==> src/rtl/syscall_pkg.sv <==
// syscall_pkg: shared definitions for the syscall unit.
//   - syscall codes understood by the unit ($v0 values)
//   - FSM state encoding for the top-level controller
//   - powers-of-ten table used by the integer-to-ASCII datapath
//   - ASCII constants for digits and the minus sign
package syscall_pkg;

  localparam logic [31:0] SYS_PRINT_INT  = 32'd1;
  localparam logic [31:0] SYS_PRINT_STR  = 32'd4;
  localparam logic [31:0] SYS_EXIT       = 32'd10;
  localparam logic [31:0] SYS_PRINT_CHAR = 32'd11;

  localparam logic [7:0] ASCII_ZERO  = 8'h30;
  localparam logic [7:0] ASCII_MINUS = 8'h2D;

  typedef enum logic [2:0] {
    S_IDLE,
    S_INT_SIGN,
    S_INT_DIV,
    S_EMIT,
    S_STR_REQ,
    S_STR_WAIT,
    S_DONE,
    S_HALT
  } state_t;

  // 10^idx for idx = 0..9; anything larger never gets asked for.
  function automatic logic [31:0] pow10(input logic [3:0] idx);
    case (idx)
      4'd0:    pow10 = 32'd1;
      4'd1:    pow10 = 32'd10;
      4'd2:    pow10 = 32'd100;
      4'd3:    pow10 = 32'd1000;
      4'd4:    pow10 = 32'd10000;
      4'd5:    pow10 = 32'd100000;
      4'd6:    pow10 = 32'd1000000;
      4'd7:    pow10 = 32'd10000000;
      4'd8:    pow10 = 32'd100000000;
      4'd9:    pow10 = 32'd1000000000;
      default: pow10 = 32'd0;
    endcase
  endfunction

endpackage

==> src/rtl/syscall_if.sv <==
// syscall_if: bundle of everything the syscall unit exchanges with the
// outside world.
//   datapath side : syscall, v0, a0 (in); stall, halted, unknown_code (out)
//   memory port   : mem_req, mem_addr (out); mem_rdata, mem_valid (in)
//   console sink  : out_valid, out_data (out); out_ready (in)
// Modport "slave" is the syscall unit, "master" is its environment.
interface syscall_if #(
  parameter int ADDR_W = 32
) ();

  logic              syscall;
  logic [31:0]       v0;
  logic [31:0]       a0;
  logic              stall;
  logic              halted;
  logic              unknown_code;
  logic              mem_req;
  logic [ADDR_W-1:0] mem_addr;
  logic [31:0]       mem_rdata;
  logic              mem_valid;
  logic              out_valid;
  logic [7:0]        out_data;
  logic              out_ready;

  modport master (
    output syscall, v0, a0, mem_rdata, mem_valid, out_ready,
    input  stall, halted, unknown_code, mem_req, mem_addr, out_valid, out_data
  );

  modport slave (
    input  syscall, v0, a0, mem_rdata, mem_valid, out_ready,
    output stall, halted, unknown_code, mem_req, mem_addr, out_valid, out_data
  );

endinterface

==> src/rtl/int_to_ascii.sv <==
// int_to_ascii: converts an unsigned 32-bit magnitude into decimal ASCII
// digits, most significant first, with leading zeros suppressed.
//   i_clk, i_rst_n   : clock, async active-low reset
//   i_start, i_value : load a new magnitude (one-cycle pulse)
//   o_digit_valid,
//   o_digit          : next ASCII digit, held until i_digit_ready
//   i_digit_ready    : consumer takes the digit this edge
//   o_done           : level, set once the units digit has been taken
module int_to_ascii
  import syscall_pkg::*;
(
  input  logic        i_clk,
  input  logic        i_rst_n,
  input  logic        i_start,
  input  logic [31:0] i_value,
  output logic        o_digit_valid,
  output logic [7:0]  o_digit,
  input  logic        i_digit_ready,
  output logic        o_done
);

  logic [31:0] r_rem;
  logic [3:0]  r_pidx;
  logic [3:0]  r_digit;
  logic        r_seen;
  logic        r_busy;
  logic        r_done;

  logic [31:0] w_pow;
  logic        w_ge;
  logic        w_emit;

  // A digit is final once the remainder drops below the current power;
  // it is shown unless it is a leading zero (units position always shows).
  assign w_pow  = pow10(r_pidx);
  assign w_ge   = (r_rem >= w_pow);
  assign w_emit = !w_ge && ((r_digit != 4'd0) || r_seen || (r_pidx == 4'd0));

  assign o_digit_valid = r_busy && w_emit;
  assign o_digit       = ASCII_ZERO + {4'b0000, r_digit};
  assign o_done        = r_done;

  // One compare/subtract per cycle; a suppressed digit advances at once,
  // a shown digit waits for the consumer.
  always_ff @(posedge i_clk or negedge i_rst_n) begin
    if (!i_rst_n) begin
      r_rem   <= '0;
      r_pidx  <= '0;
      r_digit <= '0;
      r_seen  <= 1'b0;
      r_busy  <= 1'b0;
      r_done  <= 1'b0;
    end else if (i_start) begin
      r_rem   <= i_value;
      r_pidx  <= 4'd9;
      r_digit <= '0;
      r_seen  <= 1'b0;
      r_busy  <= 1'b1;
      r_done  <= 1'b0;
    end else if (r_busy) begin
      if (w_ge) begin
        r_rem   <= r_rem - w_pow;
        r_digit <= r_digit + 4'd1;
      end else if (!w_emit || i_digit_ready) begin
        r_digit <= '0;
        r_seen  <= r_seen | w_emit;
        if (r_pidx == 4'd0) begin
          r_busy <= 1'b0;
          r_done <= 1'b1;
        end else begin
          r_pidx <= r_pidx - 4'd1;
        end
      end
    end
  end

endmodule

==> src/rtl/syscall_unit.sv <==
// syscall_unit: services SYSCALL requests from a single-cycle datapath and
// turns them into a console byte stream (print int, print string, exit).
//   i_clk, i_rst_n : clock, async active-low reset
//   bus            : syscall_if.slave (datapath request/stall, memory read
//                    port, console output stream)
// Parameters: MAX_STR_LEN (bytes per print-string, truncated beyond),
//             ADDR_W (memory address width).
// Build option: define SYSCALL_CHAR_EN to support print-char (code 11);
// without it code 11 is reported as unknown.
module syscall_unit
  import syscall_pkg::*;
#(
  parameter int MAX_STR_LEN = 256,
  parameter int ADDR_W      = 32
) (
  input  logic      i_clk,
  input  logic      i_rst_n,
  syscall_if.slave  bus
);

  localparam int CNT_W = $clog2(MAX_STR_LEN + 1);
  localparam logic [CNT_W-1:0] MAX_CNT = CNT_W'(MAX_STR_LEN);

  state_t            r_state,    w_nextState;
  state_t            r_retState, w_nextRet;
  logic [7:0]        r_emitByte, w_nextEmitByte;
  logic [ADDR_W-1:0] r_addr,     w_nextAddr;
  logic [CNT_W-1:0]  r_cnt,      w_nextCnt;
  logic [31:0]       r_arg,      w_nextArg;
  logic              r_unknown,  w_nextUnknown;

  logic        w_start;
  logic [31:0] w_magnitude;
  logic        w_digitValid;
  logic        w_digitReady;
  logic [7:0]  w_digitChar;
  logic        w_intDone;
  logic [7:0]  w_memByte;
  logic        w_halted;

  int_to_ascii u_int_to_ascii (
    .i_clk         (i_clk),
    .i_rst_n       (i_rst_n),
    .i_start       (w_start),
    .i_value       (w_magnitude),
    .o_digit_valid (w_digitValid),
    .o_digit       (w_digitChar),
    .i_digit_ready (w_digitReady),
    .o_done        (w_intDone)
  );

  // Negation wraps, so 0x80000000 comes out as 2147483648 unsigned.
  assign w_magnitude = r_arg[31] ? (~r_arg + 32'd1) : r_arg;
  assign w_memByte   = bus.mem_rdata[{r_addr[1:0], 3'b000} +: 8];
  assign w_halted    = (r_state == S_HALT);

  assign bus.stall        = ((r_state == S_IDLE) && bus.syscall && !w_halted) ||
                            ((r_state != S_IDLE) && (r_state != S_DONE));
  assign bus.halted       = w_halted;
  assign bus.unknown_code = r_unknown;
  assign bus.mem_req      = (r_state == S_STR_REQ) || (r_state == S_STR_WAIT);
  assign bus.mem_addr     = {r_addr[ADDR_W-1:2], 2'b00};
  assign bus.out_valid    = (r_state == S_EMIT);
  assign bus.out_data     = (r_state == S_EMIT) ? r_emitByte : 8'h00;

  // State and datapath registers; reset abandons whatever was in flight.
  always_ff @(posedge i_clk or negedge i_rst_n) begin
    if (!i_rst_n) begin
      r_state    <= S_IDLE;
      r_retState <= S_IDLE;
      r_emitByte <= '0;
      r_addr     <= '0;
      r_cnt      <= '0;
      r_arg      <= '0;
      r_unknown  <= 1'b0;
    end else begin
      r_state    <= w_nextState;
      r_retState <= w_nextRet;
      r_emitByte <= w_nextEmitByte;
      r_addr     <= w_nextAddr;
      r_cnt      <= w_nextCnt;
      r_arg      <= w_nextArg;
      r_unknown  <= w_nextUnknown;
    end
  end

  // Next-state logic. Every byte goes through S_EMIT, which returns to
  // r_retState once the sink accepts it.
  always_comb begin
    w_nextState    = r_state;
    w_nextRet      = r_retState;
    w_nextEmitByte = r_emitByte;
    w_nextAddr     = r_addr;
    w_nextCnt      = r_cnt;
    w_nextArg      = r_arg;
    w_nextUnknown  = 1'b0;
    w_start        = 1'b0;
    w_digitReady   = 1'b0;

    case (r_state)
      S_IDLE: begin
        if (bus.syscall) begin
          w_nextArg  = bus.a0;
          w_nextAddr = bus.a0[ADDR_W-1:0];
          w_nextCnt  = '0;
          case (bus.v0)
            SYS_PRINT_INT: w_nextState = S_INT_SIGN;
            SYS_PRINT_STR: w_nextState = S_STR_REQ;
            SYS_EXIT:      w_nextState = S_HALT;
`ifdef SYSCALL_CHAR_EN
            SYS_PRINT_CHAR: begin
              w_nextEmitByte = bus.a0[7:0];
              w_nextRet      = S_DONE;
              w_nextState    = S_EMIT;
            end
`endif
            default: begin
              w_nextUnknown = 1'b1;
              w_nextState   = S_DONE;
            end
          endcase
        end
      end

      S_INT_SIGN: begin
        w_start = 1'b1;
        if (r_arg[31]) begin
          w_nextEmitByte = ASCII_MINUS;
          w_nextRet      = S_INT_DIV;
          w_nextState    = S_EMIT;
        end else begin
          w_nextState = S_INT_DIV;
        end
      end

      S_INT_DIV: begin
        if (w_digitValid) begin
          w_digitReady   = 1'b1;
          w_nextEmitByte = w_digitChar;
          w_nextRet      = S_INT_DIV;
          w_nextState    = S_EMIT;
        end else if (w_intDone) begin
          w_nextState = S_DONE;
        end
      end

      S_EMIT: begin
        if (bus.out_ready) w_nextState = r_retState;
      end

      S_STR_REQ: w_nextState = S_STR_WAIT;

      S_STR_WAIT: begin
        if (bus.mem_valid) begin
          if (w_memByte == 8'h00) begin
            w_nextState = S_DONE;
          end else begin
            w_nextEmitByte = w_memByte;
            w_nextAddr     = r_addr + 1'b1;
            w_nextCnt      = r_cnt + 1'b1;
            w_nextRet      = (w_nextCnt == MAX_CNT) ? S_DONE : S_STR_REQ;
            w_nextState    = S_EMIT;
          end
        end
      end

      S_DONE:  w_nextState = S_IDLE;
      S_HALT:  w_nextState = S_HALT;
      default: w_nextState = S_IDLE;
    endcase
  end

endmodule

==> src/flat_wrapper.sv <==
// flat-port wrapper written by rule: the top's interface ports become plain ports
module syscall_unit_flat import syscall_pkg::*;
#(
  parameter int MAX_STR_LEN = 256,
  parameter int ADDR_W      = 32
)
  (i_clk, i_rst_n, bus_syscall, bus_v0, bus_a0, bus_mem_rdata, bus_mem_valid, bus_out_ready, bus_stall, bus_halted, bus_unknown_code, bus_mem_req, bus_mem_addr, bus_out_valid, bus_out_data);
  syscall_if #(.ADDR_W(ADDR_W)) bus_i ();
  input  logic i_clk;
  input  logic i_rst_n;
  input wire logic [$bits(bus_i.syscall)-1:0] bus_syscall;
  input wire logic [$bits(bus_i.v0)-1:0] bus_v0;
  input wire logic [$bits(bus_i.a0)-1:0] bus_a0;
  input wire logic [$bits(bus_i.mem_rdata)-1:0] bus_mem_rdata;
  input wire logic [$bits(bus_i.mem_valid)-1:0] bus_mem_valid;
  input wire logic [$bits(bus_i.out_ready)-1:0] bus_out_ready;
  output wire logic [$bits(bus_i.stall)-1:0] bus_stall;
  output wire logic [$bits(bus_i.halted)-1:0] bus_halted;
  output wire logic [$bits(bus_i.unknown_code)-1:0] bus_unknown_code;
  output wire logic [$bits(bus_i.mem_req)-1:0] bus_mem_req;
  output wire logic [$bits(bus_i.mem_addr)-1:0] bus_mem_addr;
  output wire logic [$bits(bus_i.out_valid)-1:0] bus_out_valid;
  output wire logic [$bits(bus_i.out_data)-1:0] bus_out_data;
  assign bus_i.syscall = bus_syscall;
  assign bus_i.v0 = bus_v0;
  assign bus_i.a0 = bus_a0;
  assign bus_i.mem_rdata = bus_mem_rdata;
  assign bus_i.mem_valid = bus_mem_valid;
  assign bus_i.out_ready = bus_out_ready;
  assign bus_stall = bus_i.stall;
  assign bus_halted = bus_i.halted;
  assign bus_unknown_code = bus_i.unknown_code;
  assign bus_mem_req = bus_i.mem_req;
  assign bus_mem_addr = bus_i.mem_addr;
  assign bus_out_valid = bus_i.out_valid;
  assign bus_out_data = bus_i.out_data;
  syscall_unit #(.MAX_STR_LEN(MAX_STR_LEN), .ADDR_W(ADDR_W)) u_core (.i_clk(i_clk), .i_rst_n(i_rst_n), .bus(bus_i));
endmodule
==> config.mk <==
export PLATFORM = sky130hd
export DESIGN_NAME = syscall_unit_flat
export DESIGN_NICKNAME = d
export VERILOG_FILES = /design/src/rtl/syscall_pkg.sv /design/src/rtl/syscall_if.sv /design/src/rtl/int_to_ascii.sv /design/src/rtl/syscall_unit.sv /design/src/flat_wrapper.sv
export SDC_FILE = /design/constraint.sdc
export NUM_CORES = 1
export LEC_CHECK = 0
export ABC_CLOCK_PERIOD_IN_PS = 5100
export CELL_PAD_IN_SITES_DETAIL_PLACEMENT = 1
export CELL_PAD_IN_SITES_GLOBAL_PLACEMENT = 1
export CORE_MARGIN = 2
export CORE_UTILIZATION = 41
export CTS_CLUSTER_DIAMETER = 30
export DETAILED_ROUTE_END_ITERATION = 10
export PLACE_DENSITY = 0.82
export SYNTH_ARGS = -nofsm -noshare
export SYNTH_HDL_FRONTEND = slang
export SYNTH_SLANG_ARGS = --single-unit
==> constraint.sdc <==
create_clock -name i_clk -period 5.1 [get_ports i_clk]
set_input_delay 0.765 -clock i_clk [delete_from_list [all_inputs] [get_ports i_clk]]
set_output_delay 0.765 -clock i_clk [all_outputs]
set_load 0.01 [all_outputs]
======== After elaboration in Yosys (flattened, before gate mapping) ========
Memories as Yosys holds them, arrays and structs flattened.
Index checks and enable logic that the tools add are counted.
word-level totals
  bits in writable memories ............... 0
  register bits after elaboration ......... 131
  latch bits .............................. 0
  output and inout port bits .............. 45
  memories ................................ 1
  word-level logic and storage cells ...... 143
  bits of input ports ..................... 101
  memory bits (read-only) ................. 480
memories
  memory           words  width  read ports  clocked after Yosys merged registers in  write ports  RTL line           text
  (no name shown)  16     30     1           0                                        0            syscall_pkg.sv:29  case (idx)
operators by class
  bitwise operators ....................... 2
  add/subtract/negate cells ............... 7
  equal/unequal tests ..................... 21
  $mul .................................... 0
  reductions and logical operators ........ 35
  div/mod/pow operators ................... 0
  shift-type cells ........................ 1
  multiplexer cells ....................... 62
  $lt $le $gt $ge ......................... 1
operators with widths
  kind                   number
  $mux 32                7
  $add 32x1->32 const B  2
  $pmux 32 s2            1
  $mux 8                 5
  $mux 4                 9
  $eq 32x1->1 const B    1
  $eq 32x3->1 const B    1
  $eq 32x4->1 const B    1
  $ge 32x32->1           1
  $not 32->32            1
  $shiftx 32x6->8        1
  $sub 32x32->32         1
  $mux 3                 10
  $mux 9                 3
  $pmux 3 s8             1
  $pmux 8 s3             1
  $mux 1                 21
  $pmux 3 s3             2
  $pmux 9 s2             1
  $reduce_and 4->1       4
  $ne 2x2->1 const B     7
  $eq 3x3->1 const B     4
  $reduce_bool 2->1      5
  $add 9x1->9 const B    1
  other kinds (22)       38

======== Longest topological paths before layout ========
Gate-level depths: netlist (run 1).
  word-level depth ........................ 12
  mapped depth ............................ 19
  depth with buffers taken out ............ 14

======== Modules after synthesis ========
From an unflattened synthesis (run 1), not the netlist that was laid out.
second synthesis, totals
  cells, all modules ...................... 1220
  area, all modules ....................... 10100.9 um^2
by module, submodules not included
  module        sequential area each (um^2)  area each (um^2)  cells an instance  times used
  syscall_unit  2177.1                       5908.2            688                1
  int_to_ascii  1076.0                       4192.8            532                1

======== Worst setup path after synthesis (run 1) ========
Ideal clock, no wire load.
  path type ............................... reg-to-reg
  start ................................... reg u_core.u_int_to_ascii.r_pidx[2]
  end ..................................... reg u_core.u_int_to_ascii.r_rem[29]
  stages on the path, launching flop included .. 16
  clock period less this slack ............ 3.758 ns
  buffers on the path ..................... 4
  required time ........................... 4.968 ns
  arrival time ............................ 3.626 ns
  path slack .............................. 1.342 ns
  library setup time ...................... 0.132 ns
  path through ............................ dfrtp_1 -> clkbuf_1 -> nor2b_1 -> clkbuf_1 -> nand2_1 -> ha_1 -> clkbuf_1 -> a21o_1 -> a211o_1 -> a211oi_1 -> a21boi_1 -> nand2b_1 -> clkbuf_1 -> nor2_1 -> a32oi_1 -> or3b_1
between the ends
  longest elaborated chain between the ends .. 5
  elaborated cells on any way between the ends .. 8
  those cells by class .................... add/sub: 1; order compare: 1; mux: 3; reduce/logical: 2; memory: 1
RTL lines
  element                   RTL line            text
  start: declaration        int_to_ascii.sv:23  logic [3:0] r_pidx;
  start signal: assignment  int_to_ascii.sv:71  r_pidx <= r_pidx - 4'd1;
  $mem_v2 16x30 (*)         --
  $sub 32x32->32            int_to_ascii.sv:62  r_rem <= r_rem - w_pow;
  $mux 32                   int_to_ascii.sv:61  if (w_ge) begin
  $mux 32                   int_to_ascii.sv:60  end else if (r_busy) begin
  $mux 32                   int_to_ascii.sv:53  end else if (i_start) begin
  end signal: assignment    int_to_ascii.sv:54  r_rem <= i_value;
  end signal: assignment    int_to_ascii.sv:62
  end: declaration          int_to_ascii.sv:22  logic [31:0] r_rem;
Mark *: on every way between the ends. The rest lies on a longest branch, timed or not. The select of a mux whose other input is x is not followed.
A chain may end at the register's enable or synchronous reset.

======== Final worst setup path (run 1) ========
  start ................................... reg u_core.u_int_to_ascii.r_pidx[1]
  end ..................................... reg u_core.u_int_to_ascii.r_digit[0]
between the ends
  longest elaborated chain between the ends .. 10
  elaborated cells on any way between the ends .. 16
  those cells by class .................... order compare: 1; mux: 5; reduce/logical: 9; memory: 1
RTL lines
  element                             RTL line             text
  $mem_v2 16x30                       --
  $ge 32x32->1                        int_to_ascii.sv:36   assign w_ge = (r_rem >= w_pow);
  $logic_not 1->1                     int_to_ascii.sv:37   assign w_emit = !w_ge && ((r_digit != 4'd0) || r_seen || (r_pidx == 4'd0));
  $logic_and 1x1->1                   int_to_ascii.sv:37
  $logic_and 1x1->1                   int_to_ascii.sv:39   assign o_digit_valid = r_busy && w_emit;
  $mux 1                              syscall_unit.sv:137  if (w_digitValid) begin
  $mux 1                              syscall_unit.sv:100  case (r_state)
  $logic_or 1x1->1                    int_to_ascii.sv:64   end else if (!w_emit || i_digit_ready) begin
  $reduce_bool 3->1 (no source line)  --
  $reduce_and 2->1 (no source line)   --
  end signal: assignment              int_to_ascii.sv:63   r_digit <= r_digit + 4'd1;
  end: declaration                    int_to_ascii.sv:24   logic [3:0] r_digit;
Parallel ways exist; a longest one is shown, timed or not. The select of a mux whose other input is x is not followed.

==> results of run 1 <==
[cell usage after synthesis, drive strengths merged (24+ instances only)]
master,number
buf,40
a21oi,101
xnor2,32
a31oi,26
clkbuf,56
nor2,98
nor3,24
ha,41
o21ai,90
nand3,42
nand2,205
dfrtp,130
inv,40
[sequential cells by signal, summed over array words and instances (netlist names), 2 cells and up]
name and count:
u_core.u_int_to_ascii.r_rem 32, u_core.r_addr 32, u_core.r_state 3, u_core.r_retState 2, u_core.u_int_to_ascii.r_digit 4, u_core.r_arg 32
u_core.r_emitByte 8, u_core.u_int_to_ascii.r_pidx 4, u_core.r_cnt 9
[layer usage]
layer	vias to the layer above	global-route usage, %	wire, um
met5	-	0	0
met4	0	8.79	677
met3	46	5.37	1910
met2	256	44.5	15700
met1	4733	37.0	14800
li1	4506	-	-
[per-stage QoR]
| stage | worst slack [ps] | total power, mW |
|---|---|---|
| CTS | 423 | 9.45 |
| floorplan | 1340 | 6.23 |
| detailed placement | 452 | 7.98 |
| global route | 40.8 | 10.2 |
| global placement | 673 | 7.78 |
| finish | 364 | 9.49 |
[kinds of logic after synthesis]
| group | count (synthesis) |
|---|---|
| adders and majority gates | 42 |
| xor gates and xnor gates | 54 |
| other | 1 |
| and+or+nand+nor | 485 |
| DFF | 130 |
| AOI/OAI and AO/OA | 344 |
| buffers and inverters | 136 |
| muxes | 26 |
[worst min path at each step]
| stage | slack, ps | start | to | cells after the start |
|---|---|---|---|---|
| 3_3_place_gp | 470 | u_core.u_int_to_ascii.r_seen | u_core.u_int_to_ascii.r_seen | 1 |
| 2_1_floorplan | 460 | u_core.u_int_to_ascii.o_done | u_core.u_int_to_ascii.o_done | 1 |
| 4_1_cts | 440 | i_rst_n | u_core.r_addr[0] | 1 |
| 3_5_place_dp | 490 | u_core.u_int_to_ascii.o_done | u_core.u_int_to_ascii.o_done | 1 |
| 5_1_grt | 460 | i_rst_n | u_core.r_addr[0] | 1 |
| 6_report | 390 | i_rst_n | u_core.r_addr[1] | 1 |
[area by class of cell]
type                    instances  area [um^2]
clock inverters                11          175
well taps                     319          399
fillers                      2843        11500
clock buffers                  21          470
flip-flops and latches        130         3250
multi-input cells             953         5760
repair buffers                160         1560
inverters                      40          150
[power groups by stage]
stage          Sequential (mW)  Combinational [mW]  Clock, mW
4_1_cts                   2.12                5.95       1.37
3_3_place_gp              2.10                5.68          0
2_1_floorplan             1.86                4.37          0
6_report                  2.14                5.99       1.36
5_1_grt                   2.21                6.60       1.41
3_5_place_dp              2.13                5.85          0
[critical path, delay by kind of cell, from the launching register on]
kind	cells	cell delay, ps
simple gates	4	1510
compound gates	4	1440
fa+ha+maj	2	720
flops	1	460
mux	1	320
buf+inv	1	160
==> run metrics, run 1 <==
FP Rows 56; Compound-Gate Fraction of Synth Area a little over a fifth; Die Wd about 160 um; Final Setup Violations 0; layout cells sized above 1 6.16%; Die Area around 25,000 um^2; CTS Hold Bufs 0; vias 9,541; CTS H-tree lvls 4; drt total wl approximately 33,000 um; Post-Route Setup TNS 0 ps; r2r endpoint u_core.u_int_to_ascii.r_digit[0]; CP Capture Point u_core.u_int_to_ascii.r_digit[0]; Layout Nets between 1,000 and 1,500; Relative slew margins ~42%; clock tree buffer depth 2; Worst Setup End Kind register; Synth Register Bits 130; largest net degree at the start of global routing 90; clock skew 13.7 ps; worst setup path class register to register; HP Class input port to async pin; Routed Antenna Nets 0; Cell Int Power between 4 and 5 mW; fin. max-slew vios 0; Tcrit/Tclk final 92.9%; Die H about 160 um; Worst path slowest cell or2_2; Final Cell Area 11,800 um^2; number of vias per cell between 5 and 6; Cell Count, Final, Fillers Out 1,634; Sink Count 130; most frequent cells in the layout nand2_1, clkdlybuf4s50_1, dfrtp_1; initial DRC count 592; TritonCTS Buffers 17; number of port buffers 143; fin util about half; Ports 146; xor/xnor share of the synthesized area between 4 and 5%; Diodes inserted 0; multiplexer share of the synthesized area ~3.8%; clock period minus worst slack 4740 ps; grt ovf 0; initial antenna violation count 0; global-route wire length before repair around 54,000 um; depth of the most critical reg-to-reg path 12; Syn Area/Cell around 7.9 um^2; Seq pwr share 22.5%; core area around 23,000 um^2; Initial Util about two fifths; run status finished, final reports clean; Hold WS roughly 400 ps; Crit path largest cell delay ~660 ps; worst-skew pair later-pin latency around 430 ps; worst endpoint required time around 5400 ps; sequential share of the synthesized area 33.8%; Yosys top cell area share 33.8%; pin slew with the least headroom to its limit approximately 880 ps; number of unique standard cell types used by synthesis between 70 and 80; Leakage roughly 5 nW; area share of fa/ha/maj cells after synthesis approximately 5.5%; Worst VDD drop about 0.34 mV; critical path data arrival time just over 5000 ps; synth-to-layout area growth 22.2%; RePlAce Congestion a little over 0.9; Clock transition at path regs 60 ps; area fraction in and, or, nand and nor cells after synthesis about a quarter; Max Fclk approximately 210 MHz; post-CTS resize count 0; Post-synth EDFFs 0; sw power 4.62 mW; largest cells by area after synthesis dfrtp_1, nand2_1, ha_1, a21oi_1, o21ai_0; Cell Count Post-Placement 1,602; Yosys top cell by area dfrtp_1; TritonCTS clock tree built; Comb pwr share between 60 and 70%; CP Launch Type register; RSZ-0062 raised after global routing false; largest family of logic cells by synthesized area simple AND/OR/NAND/NOR gates; vias in the first global route between 9,000 and 10,000; Cell Chain, Critical Path inv_1 -> ha_1 -> nand2_1 -> ha_1 -> a21o_1 -> a211o_1 -> a211oi_1 -> a21boi_1 -> nand2b_1 -> or2_2 -> nor2_1 -> mux2_2; clock root buffer clkbuf_16; wire per inst 20.2 um; gr usage total between 20% and 30%; setup repair bufs after CTS 0; Switching Share between 40 and 50%; max-cap viol count 0; commonest non-fill, non-tap cell in the layout nand2_1; hpwl dp 24,000 um; drt first pass iters 5; setup slack, reg-to-reg between 300 and 400 ps; DR DRC count 0; CP most frequent cell ha_1; RR Startpoint u_core.u_int_to_ascii.r_pidx[1]; Power per Cell Area approximately 810 nW/um^2; synthesized instance count 1,218; clock power share about 14%; YS warnings 0; Max FO, Critical Path 32; async set-reset flop share out of synthesis 100%; ys flop type dfrtp_1; area of placed instances approximately 11,000 um^2; final hold violation count 0; Critical Path Source u_core.u_int_to_ascii.r_pidx[1]; Mapped Area roughly 9600 um^2
Note: power is estimated with default switching activity, not from simulation.
==> run 2: changes to the inputs <==
Settings changed: CORE_UTILIZATION 41 to 40, PLACE_DENSITY 0.82 to 0.8.
==> run metrics, run 2 (synthesis results as in run 1) <==
Power per Cell Area 793 nW/um^2 (-1.6%); drt first pass iters 5 (unchanged); Die Area 25,300 um^2 (+2.4%); critical path data arrival time 4940 ps (-100 ps); final hold violation count 0 (unchanged); Buf/Inv on CP 0 (-1); setup repair bufs after CTS 0 (unchanged); Critical Path Source u_core.u_int_to_ascii.r_pidx[3]; clock skew 13.9 ps (+0.187 ps); Cell Chain, Critical Path nor2b_1 -> nand2_1 -> ha_1 -> a21o_1 -> a211o_1 -> a211oi_1 -> a21boi_1 -> nand2b_1 -> or2_4 -> nor3_1 -> or3b_1; CP Launch Type register; Leakage 4.87 nW (-1.1%); TritonCTS Buffers 17 (unchanged); Worst Setup End Kind register; pin slew with the least headroom to its limit 1020 ps (+141 ps); initial antenna violation count 0 (unchanged); cell family with most CP delay simple AND/OR/NAND/NOR gates; DR DRC count 0 (unchanged); Tcrit/Tclk final 90.8% (-2.0 points); vias 9,476 (-0.68%); Power Total 9.26 mW (-2.4%); largest net degree at the start of global routing 83 (-7.8%); TritonCTS clock tree built; wire per inst 19.5 um (-3.3%); layout cells sized above 1 6.02% (-0.14 points); clock period minus worst slack 4630 ps (-103 ps); Diodes inserted 0 (unchanged); grt ovf 0 (unchanged); Die H 159 um (+1.2%); post-CTS resize count 0 (unchanged); commonest non-fill, non-tap cell in the layout nand2_1; Crit path largest cell delay 500 ps (-160 ps); Worst path slowest cell a21boi_1; Max FO, Critical Path 32 (unchanged); gr usage total 25.4% (-2.1 points); Final Setup Violations 0 (unchanged); clock root buffer clkbuf_16; CTS Hold Bufs 0 (unchanged); CTS H-tree lvls 4 (unchanged); most frequent cells in the layout nand2_1, clkdlybuf4s50_1, dfrtp_1; drt total wl 31,900 um (-3.4%); Hold WS 372 ps (-22.7 ps); Initial Util 40.9% (-0.49 points); hpwl dp 23,400 um (-2.5%); Sink Count 130 (unchanged); HP Class input port to async pin; RR Startpoint u_core.u_int_to_ascii.r_pidx[3]; Routed Antenna Nets 0 (unchanged); RePlAce Congestion 0.934 (-0.15%); dpl ws 380 ps (-72.0 ps); worst setup path class register to register; run status finished, final reports clean; RSZ-0062 raised after global routing false; initial DRC count 585 (-1.2%); fin. max-slew vios 0 (unchanged); top flop regs u_core.r_addr x32, u_core.r_arg x32, u_core.u_int_to_ascii.r_rem x32; number of port buffers 143 (unchanged); number of vias per cell 5.81 (-0.56%); FP Rows 56 (unchanged); vias in the first global route 9,856 (-1.0%); clock tree buffer depth 2 (unchanged); max-cap viol count 0 (unchanged); fin util 49.6% (-1.0 points); Ports 146 (unchanged); min setup slack post-route 467 ps (+103 ps); global-route wire length before repair 52,600 um (-1.8%); Layout Nets 1,443 (-0.14%); worst endpoint required time 5400 ps (about the same); Clock transition at path regs 70 ps (about the same); Relative slew margins 32.1% (-9.4 points); Max Fclk 216 MHz (+2.2%); Die Wd 159 um (+1.2%); worst-skew pair later-pin latency 440 ps (about the same); synth-to-layout area growth 21.2%; core area 23,500 um^2 (+1.2%); Post-Route Setup TNS 0 ps (unchanged); Worst VDD drop 0.442 mV (+31%)
-- run 2: changes by cell type in the layout (fill, tap and decap cells not counted), sizes merged --
cell,delta
bufinv,-3
clkbuf,-3
buf,-2
clkinv,+2
clkinvlp,+2
inv,+2
-- run 2: path summary, 6_finish.rpt --
check	endpoint	slack [ps]	cells past startpoint
worst max-delay path	u_core.u_int_to_ascii.r_rem[29]	470	11
worst min-delay path	u_core.r_cnt[3]	370	1
worst max register to register	u_core.u_int_to_ascii.r_rem[29]	470	11
worst min register to register	u_core.u_int_to_ascii.o_done	500	1
max in group asynchronous	u_core.r_addr[10]	3520	2
min in group i_clk	u_core.u_int_to_ascii.o_done	500	1
-- run 2: final cells by class --
type / count / area, um^2
fillers: 2870 / 11900
multi-input cells: 953 / 5770
inverters: 40 / 150
flip-flops and latches: 130 / 3250
clock inverters: 14 / 131
repair buffers: 158 / 1550
well taps: 319 / 399
clock buffers: 18 / 429
-- run 2: stage by stage --
| stage | area, um^2 | std cells |
|---|---|---|
| floorplan | 9630 | 1219 |
| global placement | 11100 | 1600 |
| detailed placement | 11100 | 1600 |
| CTS | 11700 | 1632 |
| global route | 11700 | 1632 |
| finish | 11700 | 1632 |
-- run 2: layer usage --
metal	global-route usage (%)	vias to the layer above	share of wire, %
met5	0	-	0
met4	6.98	0	1.9
met3	5.00	48	5.6
met2	40.7	229	46
met1	35.1	4692	46
li1	-	4507	-
-- run 2: power breakdown --
part,internal (mW),switching (mW)
Clock,0.676,0.522
Combinational,2.46,3.49
Sequential,1.54,0.580
==> run 3: changes to the inputs <==
Settings changed: PLACE_DENSITY 0.8 to 0.79, SYNTH_HIERARCHICAL set to 1.
==> run metrics, run 3 <==
final hold violation count 0 (unchanged); max-cap viol count 0 (unchanged); Post-Route Setup TNS 0 ps (unchanged); RePlAce Congestion 0.838 (-10%); sequential share of the synthesized area 32.2% (-1.6 points); drt first pass iters 5 (unchanged); gr usage total 25.7% (+0.31 points); pin slew with the least headroom to its limit 980 ps (-36.4 ps); Yosys top cell area share 32.2% (-1.6 points); run status finished, final reports clean; Cell Count Post-Placement 1,615 (+0.94%); CTS H-tree lvls 4 (unchanged); top flop regs u_core/r_addr x32, u_core/r_arg x32, u_core/u_int_to_ascii/r_rem x32; clock period minus worst slack 4800 ps (+168 ps); worst-skew pair later-pin latency 430 ps (about the same); largest net degree at the start of global routing 101 (+22%); Post-synth EDFFs 0 (unchanged); CTS Hold Bufs 0 (unchanged); DR DRC count 0 (unchanged); hpwl dp 24,800 um (+5.9%); YS warnings 6 (+6); synthesized instance count 1,220 (+0.16%); number of unique standard cell types used by synthesis 94 (+32%); Cell Chain, Critical Path nor2b_1 -> buf_4 -> a22oi_1 -> ha_1 -> a21oi_1 -> o21ai_1 -> a311oi_2 -> nand3_2 -> o21ai_2 -> nand2_1 -> nor2_2 -> nor4bb_2 -> buf_4 -> nor2_1 -> or4_1 -> or4_1 -> nand3_1; largest cells by area after synthesis dfrtp_1, nand2_1, ha_1, a21oi_1, xnor2_1; Initial Util 40.5% (-0.44 points); Tcrit/Tclk final 94.1% (+3.3 points); core area 25,000 um^2 (+6.0%); most frequent cells after synthesis nand2_1, dfrtp_1, a21oi_1; Final Setup Violations 0 (unchanged); clock tree buffer depth 2 (unchanged); initial DRC count 637 (+8.9%); clock skew 15.5 ps (+1.66 ps); setup slack, reg-to-reg 300 ps (-170 ps); Buf/Inv on CP 2 (+2); Routed Antenna Nets 0 (unchanged); Ports 146 (unchanged); Worst path slowest cell dfrtp_1; Die H 163 um (+2.4%); async set-reset flop share out of synthesis 100% (unchanged); grt ovf 0 (unchanged); wire per inst 20.4 um (+4.5%); TritonCTS Buffers 17 (unchanged); RSZ-0062 raised after global routing false; Max Fclk 208 MHz (-3.5%); most frequent cell after synthesis nand2_1; Leakage 5.07 nW (+4.2%); clock root buffer clkbuf_16; Die Area 26,500 um^2 (+4.8%); commonest non-fill, non-tap cell in the layout nand2_1; initial antenna violation count 0 (unchanged); depth of the most critical reg-to-reg path 17 (+6); CP Launch Type register; most frequent cells in the layout nand2_1, clkdlybuf4s50_1, dfrtp_1; Worst Setup End Kind register; vias in the first global route 9,915 (+0.60%); area of placed instances 11,500 um^2 (+3.9%); HP Class input port to async pin; Worst VDD drop 0.434 mV (-1.8%); number of vias per cell 5.92 (+1.9%); WP depth 17 (+6); Power per Cell Area 826 nW/um^2 (+4.2%); Synth Register Bits 130 (unchanged); Crit path largest cell delay 530 ps (+30 ps); ys flop type dfrtp_1; worst setup path class register to register; TritonCTS clock tree built; Die Wd 163 um (+2.4%); Max FO, Critical Path 10 (-69%); layout cells sized above 1 8.04% (+2.0 points); Cell Count, Final, Fillers Out 1,649 (+1.0%); Power Total 10.1 mW (+8.7%); cell family with most CP delay simple AND/OR/NAND/NOR gates; critical path data arrival time 5140 ps (+200 ps); worst endpoint required time 5440 ps (+40 ps); vias 9,754 (+2.9%); Syn Area/Cell 8.28 um^2 (+4.7%); Clock transition at path regs 60 ps (about the same); Layout Nets 1,450 (+0.49%); Yosys top cell by area dfrtp_1; Mapped Area 10,100 um^2 (+4.9%); fin. max-slew vios 0 (unchanged); synth-to-layout area growth 20.6%; global-route wire length before repair 53,900 um (+2.6%); number of port buffers 143 (unchanged); Final Cell Area 12,200 um^2 (+4.4%); drt total wl 33,700 um (+5.6%); FP Rows 58 (+3.6%); Diodes inserted 0 (unchanged); Relative slew margins 34.7% (+2.6 points); Sink Count 130 (unchanged)
## run 3: cell count changes in the layout (fill, tap and decap cells not counted), moves of 10 or more
cell,before,now
a21oi_1,101,84
xnor2_1,32,42
nand2_1,205,172
buf_4,15,25
o21ai_0,89,48
o21ai_1,0,25
nor2_1,97,67
nor3_1,23,33
## run 3: per-layer routing
layer / track usage (%) / wire length, um / vias up
met3: 3.41 / 1500 / 47
met5: 0 / 0 / -
met4: 7.76 / 702 / 0
met1: 34.9 / 15100 / 4852
met2: 42.6 / 16400 / 259
li1: - / - / 4596
## run 3: power breakdown
part           total [mW]  switching (mW)  leakage [nW]  internal (mW)
Combinational        6.62            3.83          3.21           2.79
Sequential           2.19           0.643          1.57           1.55
Clock                1.25           0.537         0.290          0.716
## run 3: kinds of logic after synthesis
group	count (synthesis)	synth area share, %
AOI/OAI and AO/OA	350	22.9
buffers and inverters	136	7.20
adders and majority gates	43	5.40
xor gates and xnor gates	57	4.94
other	3	0.111
muxes	21	3.12
and+or+nand+nor	480	24.1
DFF	130	32.2
## run 3: cell type report
cell class              count  area (um^2)
fillers                  3021        12800
multi-input cells         957         6180
flip-flops and latches    130         3260
repair buffers            168         1620
clock buffers              19          453
well taps                 330          413
clock inverters            13          139
inverters                  32          120
## run 3: worst register-to-register path: cells and delay by family, from the launching register on
| family | cells | cell delay (ps) |
|---|---|---|
| adder cells (fa/ha/maj) | 1 | 360 |
| AO/OA/AOI/OAI | 5 | 1220 |
| AND/OR/NAND/NOR | 9 | 2200 |
| flip-flops | 1 | 530 |
| buffers and inverters | 2 | 380 |
## run 3: path summary, 6_finish.rpt
path	startpoint	end
max	u_core/u_int_to_ascii/r_pidx[3]	u_core/u_int_to_ascii/r_pidx[3]
min	i_rst_n	u_core/u_int_to_ascii/r_rem[23]
max reg2reg	u_core/u_int_to_ascii/r_pidx[3]	u_core/u_int_to_ascii/r_pidx[3]
min reg2reg	u_core/r_emitByte[1]	u_core/r_emitByte[1]
max in group asynchronous	i_rst_n	u_core/u_int_to_ascii/r_pidx[0]
min in group i_clk	u_core/r_emitByte[1]	u_core/r_emitByte[1]
## run 3: metrics by stage
step                utilization (%)  hold WS, ps  setup slack [ps]
floorplan                         -          441               640
global placement               46.3          455               329
detailed placement             46.3          471               151
CTS                            48.6          487               121
global route                   48.8          498              50.8
finish                         48.8          437               299
## run 3: what timing repair did
action / CTS / global route
setup endpoints to repair: 0 / 33
gates resized for setup: 0 / 9
buffers inserted: 0 / 2
